[config.mk]
export PLATFORM = sky130hd
export DESIGN_NAME = training_sequencer_flat
export DESIGN_NICKNAME = d
export VERILOG_FILES = /design/src/rtl/training_sequencer_if.sv /design/src/rtl/training_sequencer.sv /design/src/flat_wrapper.sv
export SDC_FILE = /design/constraint.sdc
export NUM_CORES = 1
export LEC_CHECK = 0
export ABC_AREA = 1
export CAP_MARGIN = 40
export CELL_PAD_IN_SITES_DETAIL_PLACEMENT = 0
export CELL_PAD_IN_SITES_GLOBAL_PLACEMENT = 2
export CORE_MARGIN = 4
export CORE_UTILIZATION = 24
export DETAILED_ROUTE_END_ITERATION = 12
export MAX_ROUTING_LAYER = met4
export PLACE_DENSITY = 0.81
export SYNTH_ARGS = -nofsm -noshare
export SYNTH_HDL_FRONTEND = slang
export SYNTH_SLANG_ARGS = --single-unit
[constraint.sdc]
create_clock -name iCLK -period 2.3 [get_ports iCLK]
set_clock_uncertainty 0.2 [all_clocks]
set_input_delay 0.23 -clock iCLK [delete_from_list [all_inputs] [get_ports iCLK]]
set_output_delay 0.23 -clock iCLK [all_outputs]
set_load 0.01 [all_outputs]
[src/rtl/training_sequencer_if.sv]
// -----------------------------------------------------------------------------
// training_sequencer_if
//
// Purpose: groups the four valid/ready channels between the training sequencer
// and the neuron layers. Signal names are seen from the sequencer side.
//
// Channels:
//   FS : forward issue       sequencer -> input layer   (oValid_FS / iReady_FS)
//   FR : forward result      output layer -> sequencer  (iValid_FR / oReady_FR)
//   BS : backward issue      sequencer -> layers        (oValid_BS / iReady_BS)
//   BR : backward completion layers -> sequencer        (iValid_BR / oReady_BR)
//
// Modports:
//   master : the sequencer
//   slave  : the network-side partner(s)
// -----------------------------------------------------------------------------
interface training_sequencer_if;

    logic oValid_FS;
    logic iReady_FS;
    logic iValid_FR;
    logic oReady_FR;
    logic oValid_BS;
    logic iReady_BS;
    logic iValid_BR;
    logic oReady_BR;

    modport master (
        output oValid_FS,
        input  iReady_FS,
        input  iValid_FR,
        output oReady_FR,
        output oValid_BS,
        input  iReady_BS,
        input  iValid_BR,
        output oReady_BR
    );

    modport slave (
        input  oValid_FS,
        output iReady_FS,
        output iValid_FR,
        input  oReady_FR,
        input  oValid_BS,
        output iReady_BS,
        output iValid_BR,
        input  oReady_BR
    );

endinterface

[src/rtl/training_sequencer.sv]
// -----------------------------------------------------------------------------
// training_sequencer
//
// Purpose: sequences one training run. For every sample it issues a forward
// pass, waits for the forward result, issues a backward pass, waits for the
// backward completion and then strobes a weight update. NS samples make an
// epoch, NE epochs make a run.
//
// Parameters:
//   NS : samples per epoch (>= 1)
//   NE : epochs per run    (>= 1)
//   SW : sample-index width
//   EW : epoch-index width
//
// Ports:
//   iCLK    : clock, rising edge
//   iRST    : asynchronous active-high reset
//   iStart  : start request, only looked at while idle
//   oBusy   : high whenever the sequencer is not idle
//   oDone   : one-cycle pulse when the run completes
//   oUpdate : one-cycle weight-update strobe per sample
//   oSample : current sample index (holds its final value after a run)
//   oEpoch  : current epoch index  (holds its final value after a run)
//   bus     : forward/backward handshake channels (master side)
//
// All handshake and strobe outputs are pure decodes of the state register, so
// there is no combinational path from any input to any output.
// -----------------------------------------------------------------------------
module training_sequencer #(
    parameter int unsigned NS = 4,
    parameter int unsigned NE = 8,
    parameter int unsigned SW = (NS > 1) ? $clog2(NS) : 1,
    parameter int unsigned EW = (NE > 1) ? $clog2(NE) : 1
) (
    input  logic                        iCLK,
    input  logic                        iRST,
    input  logic                        iStart,
    output logic                        oBusy,
    output logic                        oDone,
    output logic                        oUpdate,
    output logic [SW-1:0]               oSample,
    output logic [EW-1:0]               oEpoch,
    training_sequencer_if.master        bus
);

    typedef enum logic [2:0] {
        StIdle,
        StFwdIssue,
        StFwdWait,
        StBwdIssue,
        StBwdWait,
        StUpdate,
        StDone
    } state_e;

    localparam logic [SW-1:0] SampleLast = SW'(NS - 1);
    localparam logic [EW-1:0] EpochLast  = EW'(NE - 1);

    state_e        stateQ, stateD;
    logic [SW-1:0] sampleQ, sampleD;
    logic [EW-1:0] epochQ, epochD;

    // -------------------------------------------------------------------------
    // State and counter registers
    // -------------------------------------------------------------------------
    always_ff @(posedge iCLK or posedge iRST) begin
        if (iRST) begin
            stateQ  <= StIdle;
            sampleQ <= '0;
            epochQ  <= '0;
        end else begin
            stateQ  <= stateD;
            sampleQ <= sampleD;
            epochQ  <= epochD;
        end
    end

    // -------------------------------------------------------------------------
    // Next-state and counter update
    // -------------------------------------------------------------------------
    always_comb begin
        stateD  = stateQ;
        sampleD = sampleQ;
        epochD  = epochQ;

        unique case (stateQ)
            StIdle: begin
                if (iStart) begin
                    sampleD = '0;
                    epochD  = '0;
                    stateD  = StFwdIssue;
                end
            end

            StFwdIssue: begin
                if (bus.iReady_FS) begin
                    stateD = StFwdWait;
                end
            end

            StFwdWait: begin
                if (bus.iValid_FR) begin
                    stateD = StBwdIssue;
                end
            end

            StBwdIssue: begin
                if (bus.iReady_BS) begin
                    stateD = StBwdWait;
                end
            end

            StBwdWait: begin
                if (bus.iValid_BR) begin
                    stateD = StUpdate;
                end
            end

            StUpdate: begin
                if (sampleQ != SampleLast) begin
                    sampleD = sampleQ + 1'b1;
                    stateD  = StFwdIssue;
                end else if (epochQ != EpochLast) begin
                    sampleD = '0;
                    epochD  = epochQ + 1'b1;
                    stateD  = StFwdIssue;
                end else begin
                    // Last sample of last epoch: counters keep their final values.
                    stateD = StDone;
                end
            end

            StDone: begin
                stateD = StIdle;
            end

            default: begin
                stateD = StIdle;
            end
        endcase
    end

    // -------------------------------------------------------------------------
    // Output decode (state only)
    // -------------------------------------------------------------------------
    always_comb begin
        oBusy         = 1'b1;
        oDone         = 1'b0;
        oUpdate       = 1'b0;
        bus.oValid_FS = 1'b0;
        bus.oReady_FR = 1'b0;
        bus.oValid_BS = 1'b0;
        bus.oReady_BR = 1'b0;

        unique case (stateQ)
            StIdle:     oBusy         = 1'b0;
            StFwdIssue: bus.oValid_FS = 1'b1;
            StFwdWait:  bus.oReady_FR = 1'b1;
            StBwdIssue: bus.oValid_BS = 1'b1;
            StBwdWait:  bus.oReady_BR = 1'b1;
            StUpdate:   oUpdate       = 1'b1;
            StDone:     oDone         = 1'b1;
            default:    oBusy         = 1'b0;
        endcase
    end

    assign oSample = sampleQ;
    assign oEpoch  = epochQ;

endmodule

[src/flat_wrapper.sv]
// flat-port wrapper written by rule: the top's interface ports become plain ports
module training_sequencer_flat 
#(
    parameter int unsigned NS = 4,
    parameter int unsigned NE = 8,
    parameter int unsigned SW = (NS > 1) ? $clog2(NS) : 1,
    parameter int unsigned EW = (NE > 1) ? $clog2(NE) : 1
)
  (iCLK, iRST, iStart, oBusy, oDone, oUpdate, oSample, oEpoch, bus_oValid_FS, bus_iReady_FS, bus_iValid_FR, bus_oReady_FR, bus_oValid_BS, bus_iReady_BS, bus_iValid_BR, bus_oReady_BR);
  training_sequencer_if bus_i ();
  input  logic iCLK;
  input  logic iRST;
  input  logic iStart;
  output logic oBusy;
  output logic oDone;
  output logic oUpdate;
  output logic [SW-1:0] oSample;
  output logic [EW-1:0] oEpoch;
  output wire logic [$bits(bus_i.oValid_FS)-1:0] bus_oValid_FS;
  input wire logic [$bits(bus_i.iReady_FS)-1:0] bus_iReady_FS;
  input wire logic [$bits(bus_i.iValid_FR)-1:0] bus_iValid_FR;
  output wire logic [$bits(bus_i.oReady_FR)-1:0] bus_oReady_FR;
  output wire logic [$bits(bus_i.oValid_BS)-1:0] bus_oValid_BS;
  input wire logic [$bits(bus_i.iReady_BS)-1:0] bus_iReady_BS;
  input wire logic [$bits(bus_i.iValid_BR)-1:0] bus_iValid_BR;
  output wire logic [$bits(bus_i.oReady_BR)-1:0] bus_oReady_BR;
  assign bus_oValid_FS = bus_i.oValid_FS;
  assign bus_i.iReady_FS = bus_iReady_FS;
  assign bus_i.iValid_FR = bus_iValid_FR;
  assign bus_oReady_FR = bus_i.oReady_FR;
  assign bus_oValid_BS = bus_i.oValid_BS;
  assign bus_i.iReady_BS = bus_iReady_BS;
  assign bus_i.iValid_BR = bus_iValid_BR;
  assign bus_oReady_BR = bus_i.oReady_BR;
  training_sequencer #(.NS(NS), .NE(NE), .SW(SW), .EW(EW)) u_core (.iCLK(iCLK), .iRST(iRST), .iStart(iStart), .oBusy(oBusy), .oDone(oDone), .oUpdate(oUpdate), .oSample(oSample), .oEpoch(oEpoch), .bus(bus_i));
endmodule
==> flow_metrics.py, run 1 <==
metrics = {
    "global_routing": {
        "track_usage": 0.101,
        "grt_max_degree": 9,
        "antenna_found_initial": 0,
        "use_met1": 0.114,
        "met2_usage": 0.163,
        "grt_pass1_vias": 600,
        "grt-busiest-layer": "met2",
        "grt_pass1_wl_um": 2520,
        "grtUsageMet3": 0.0401,
        "grt_overflow": 0,
    },
    "synthesis": {
        "synth_edf_count": 0,
        "avgSynthCellArea_um2": 6.46,
        "synth.cell_area_um2": 607,
        "ys_top_cells_by_count": "nand2_1 (29), inv_1 (15), nand3_1 (10)",
        "yosys.area.top_type": "dfrtp_1",
        "synthArstFlopShare": 1.00,
        "synth_nets": 104,
        "ys.flop_type": "dfrtp_1",
        "yosysMostFrequentCell": "nand2_1",
        "ys_warn_count": 0,
        "yosysSeqAreaShare": 0.330,
        "synth.distinct_cells": 17,
        "netlist_top_cells_area": "dfrtp_1 (33%), nand2_1 (18%), inv_1 (9.3%)",
        "synth-seq-cells": 8,
        "synthCells": 94,
        "yosysTopAreaCellShare": 0.330,
    },
    "clock_tree": {
        "clockBufferDepth": 2,
        "htree_levels": 1,
        "cts_setup_buffers": 0,
        "cts-root-buf": "clkbuf_4",
        "cts_resized": 0,
        "clk_latency_ns": 0.25,
        "cts_sinks": 8,
        "clk_pin_slew_worst_paths_ns": 0.06,
        "cts_hold_buf": 0,
        "cts_tree": "built",
        "cts_buffers": 3,
    },
    "detailed_routing": {
        "first_pass_iters": 4,
        "vias_per_cell": 4.30,
        "wl_per_cell_um": 10.2,
        "ant_nets": 0,
        "vias": 610,
        "drc_errors": 0,
        "routed_wl_um": 1450,
        "drt_iter0_markers": 12,
    },
    "setup_path": {
        "required_ns": 1.87,
        "end_kind": "output pin",
        "cp_cell_sequence": "nor2_2 > nand2_1 > inv_2 > clkdlybuf4s50_1",
        "critPathLaunchType": "flop",
        "rrSetupSlack_ns": 0.72,
        "worstSetupPathType": "flop to output pin",
        "critPathMaxFanout": 8,
        "reg2reg_depth": 8,
        "reg2reg_from": "u_core.oEpoch[0]",
        "cp.arrival_ns": 1.64,
        "worstReg2RegEnd": "u_core.stateQ[1]",
        "crit_slowest_cell": "clkdlybuf4s50_1",
        "cpPeakStageDelay_ns": 0.53,
    },
    "place": {
        "port_buffers": 18,
        "place.gp.congestion": 0.799,
        "hpwl_um": 1200,
    },
    "floorplanning": {
        "die_w_um": 58.3,
        "start_util": 0.262,
        "fp-row-count": 17,
        "die-area_mm2": 0.00340,
        "core_area_mm2": 0.00232,
        "pin_count": 19,
        "die_h_um": 58.3,
    },
    "sta": {
        "rsz0062_at_grt": "false",
        "max_slew_margin": 0.775,
        "worstMarginPinSlew_ns": 0.338,
        "fmax_mhz": 483,
        "setup_viol": 0,
        "post-route-period-util": 0.900,
        "finalHoldViolations": 0,
        "drv_slew": 0,
        "tns_ns": 0,
        "min_period_ns": 2.07,
    },
    "min_path": {
        "hp-class": "input port to async pin",
    },
    "power_and_ir_drop": {
        "peakVddDrop_mv": 0.409,
        "p_leak_nw": 0.459,
        "powerDensity_mw_per_mm2": 1020,
        "finalPower_uw": 853,
    },
    "run": {
        "max-cap-violations": 0,
    },
    "final_layout": {
        "drive_gt1_frac": 0.140,
        "nNetsFinal": 126,
        "area_growth_pct": 38.4,
        "antenna_cells": 0,
    },
    "status": {
        "status": "complete, no violations",
    },
}
[layout by cell type (no fill, tap or decap)]
master | netlist | layout
a21oi_2 | 1 | 1
clkbuf_4 | 0 | 3
clkdlybuf4s50_1 | 0 | 18
clkinv_1 | 1 | 1
dfrtp_1 | 8 | 8
ha_1 | 3 | 3
inv_1 | 15 | 15
inv_2 | 5 | 5
nand2_1 | 29 | 29
nand2_2 | 2 | 2
nand3_1 | 10 | 10
nand3_4 | 1 | 1
nand3b_1 | 1 | 1
nor2_1 | 9 | 9
nor2_2 | 4 | 4
o21ai_0 | 2 | 2
o21ai_1 | 1 | 1
o22ai_1 | 1 | 1
[power by group]
part	switching, mW	internal [mW]
clock	0.0518	0.0600
combinational	0.272	0.219
sequential	0.0696	0.181
total	0.394	0.459
[final cells by class]
class                   count  area, um2
repair buffers             18        180
clock buffers               3       22.5
flip-flops and latches      8        200
well taps                  28       35.0
inverters                  21       78.8
fillers                   265       1480
multi-input cells          64        323
[layer usage]
layer  routed length (um)  vias up  share of wire
li1                     -      326              -
met1                  668      271           0.46
met2                  717       11           0.49
met3                   46        2          0.032
met4                   18        0          0.012
met5                    0        -              0
[registers in the layout, summed over array words and instances (netlist names)]
signal / count
u_core.oSample: 2
u_core.oEpoch: 3
u_core.stateQ: 3
[critical path: cells and delay by family (launching register included)]
family | cells | cell delay [ns]
buffers and inverters | 2 | 0.60
flip-flops | 1 | 0.49
AND/OR/NAND/NOR | 2 | 0.29
[how the worst max path moves through the flow]
stage | start | to | slack (ns) | cells after the start
after floorplan | u_core.oEpoch[0] | u_core.stateQ[1] | 0.82 | 8
after global placement | u_core.stateQ[0] | oBusy | 0.50 | 5
after detailed placement | u_core.stateQ[0] | oBusy | 0.51 | 5
after CTS | u_core.stateQ[0] | oBusy | 0.22 | 5
after global routing | u_core.stateQ[2] | bus_oReady_FR | 0.13 | 4
final | u_core.stateQ[0] | bus_oReady_FR | 0.23 | 4
[cell families after synthesis]
kind of cell | after synthesis | synth area share
AND/OR/NAND/NOR | 56 | 0.421
adder cells (fa/ha/maj) | 3 | 0.0619
flip-flops | 8 | 0.330
AO/OA/AOI/OAI | 5 | 0.0495
buffers and inverters | 22 | 0.138
[through the flow]
step	std cells	hold WS, ns	setup slack, ns	instance area (um2)	util
floorplan	94	-0.154	0.823	607	-
global placement	139	0.291	0.502	817	0.352
detailed placement	139	0.292	0.510	817	0.352
CTS	142	0.0438	0.221	840	0.362
global route	142	0.0758	0.129	840	0.362
finish	142	0.0357	0.229	840	0.362
No activity file was read; power rests on OpenSTA's default activity.
==> inputs of run 2 (changes only) <==
Settings changed: CORE_MARGIN 4 to 3, RECOVER_POWER from default to 25.
==> run 2 against run 1 <==
  * Sequential cell count is the same
  * Register-to-register slack barely moved
  * Global-route usage is 0.14 points higher
  * Final area did not move
==> flow_metrics.py, run 2 (synthesized netlist as in run 1, its figures left out) <==
metrics = {
    "place": {
        "port_buffers": 18,
        "hpwl_um": 1190,
        "place_inst": 139,
        "dpl_cell_area_um2": 817,
        "place.gp.congestion": 0.811,
    },
    "setup_path": {
        "required_ns": 1.87,
        "critPathMaxFanout": 8,
        "critPathLaunchType": "flop",
        "worstSetupPathType": "flop to output pin",
        "cp.arrival_ns": 1.65,
        "cpPeakStageDelay_ns": 0.53,
        "reg2reg_depth": 8,
        "reg2reg_from": "u_core.oEpoch[0]",
        "crit_start": "u_core.stateQ[0]",
        "cp_cell_sequence": "nor2_2 > nand2_1 > inv_2 > clkdlybuf4s50_1",
        "end_kind": "output pin",
        "crit_slowest_cell": "clkdlybuf4s50_1",
    },
    "global_routing": {
        "track_usage": 0.102,
        "grt_max_degree": 9,
        "grt_overflow": 0,
        "grt-busiest-layer": "met2",
        "use_met1": 0.123,
        "met2_usage": 0.155,
        "grtUsageMet3": 0.0207,
        "grt_pass1_wl_um": 2450,
        "grt_pass1_vias": 580,
        "antenna_found_initial": 0,
    },
    "min_path": {
        "hp-class": "input port to async pin",
    },
    "clock_tree": {
        "cts_sinks": 8,
        "cts_buffers": 3,
        "cts_tree": "built",
        "cts_setup_buffers": 0,
        "cts_resized": 0,
        "clk_pin_slew_worst_paths_ns": 0.06,
        "cts-root-buf": "clkbuf_4",
        "cts_hold_buf": 0,
        "clk_latency_ns": 0.25,
        "clockBufferDepth": 2,
        "htree_levels": 1,
    },
    "power_and_ir_drop": {
        "peakVddDrop_mv": 0.468,
        "powerDensity_mw_per_mm2": 1020,
        "p_leak_nw": 0.459,
    },
    "final_layout": {
        "design_area_um2": 840,
        "antenna_cells": 0,
        "regArea_um2": 200,
        "final_common_cell": "nand2_1",
        "final_cells": 142,
        "area_growth_pct": 38.4,
        "nFillCells": 256,
        "layout_common_cells": "nand2_1 (29), clkdlybuf4s50_1 (17), inv_1 (15)",
        "drive_gt1_frac": 0.140,
        "nNetsFinal": 126,
        "multi_input_area_um2": 323,
    },
    "floorplanning": {
        "fp-row-count": 17,
        "die-area_mm2": 0.00317,
        "core_area_mm2": 0.00230,
        "pin_count": 19,
        "start_util": 0.264,
        "die_h_um": 56.3,
        "die_w_um": 56.3,
    },
    "detailed_routing": {
        "first_pass_iters": 4,
        "drt_iter0_markers": 19,
        "routed_wl_um": 1430,
        "ant_nets": 0,
        "wl_per_cell_um": 10.0,
        "vias_per_cell": 4.44,
        "drc_errors": 0,
        "vias": 630,
    },
    "status": {
        "status": "complete, no violations",
    },
    "sta": {
        "tns_ns": 0,
        "max_slew_margin": 0.778,
        "drv_slew": 0,
        "finalHoldViolations": 0,
        "post-route-period-util": 0.903,
        "min_period_ns": 2.08,
        "rsz0062_at_grt": "false",
        "setup_viol": 0,
        "timing.hold.ws_ns": 0.164,
        "worstMarginPinSlew_ns": 0.333,
        "fmax_mhz": 481,
    },
    "run": {
        "max-cap-violations": 0,
    },
}
run 2: cell types whose count changed in the layout (fill, tap and decap cells not counted):
cell,delta
clkdlybuf4s50_1,-1
dlygate4sd3_1,+1
run 2: metrics by stage:
stage / total power [mW] / setup WS [ns] / util
detailed placement: 0.752 / 0.515 / 0.356
finish: 0.859 / 0.223 / 0.365
CTS: 0.870 / 0.225 / 0.365
global placement: 0.751 / 0.512 / 0.356
global route: 0.940 / 0.130 / 0.365
floorplan: 0.559 / 0.823 / -
run 2: where the power goes:
group	internal (mW)	total (mW)	leakage [nW]	switching (mW)
sequential	0.181	0.250	0.107	0.0692
combinational	0.218	0.496	0.339	0.278
clock	0.0601	0.113	0.0138	0.0531
run 2: worst paths after layout:
kind / slack [ns] / to
worst min-delay path: 0.16 / u_core.stateQ[1]
worst min register to register: 0.30 / u_core.oEpoch[1]
max in group asynchronous: 1.49 / u_core.oEpoch[0]
worst max-delay path: 0.22 / bus_oReady_FR
min in group iCLK: 0.30 / u_core.oEpoch[1]
worst max register to register: 0.73 / u_core.stateQ[1]
run 2: critical path: cells and delay by family (launching register included):
| family | cells | cell delay, ns |
|---|---|---|
| buffers and inverters | 2 | 0.61 |
| flip-flops | 1 | 0.49 |
| AND/OR/NAND/NOR | 2 | 0.29 |
run 2: final cells by class:
type                            count  share of cell area
Tap cell                           28              0.0417
Multi-Input combinational cell     64               0.385
Sequential cell                     8               0.238
Inverter                           21              0.0939
Clock buffer                        3              0.0268
Timing Repair Buffer               18               0.215
run 2: layer usage:
metal / wire length [um] / vias up
met5: 0 / -
met4: 21 / 0
met3: 66 / 2
met2: 656 / 19
met1: 682 / 285
li1: - / 324
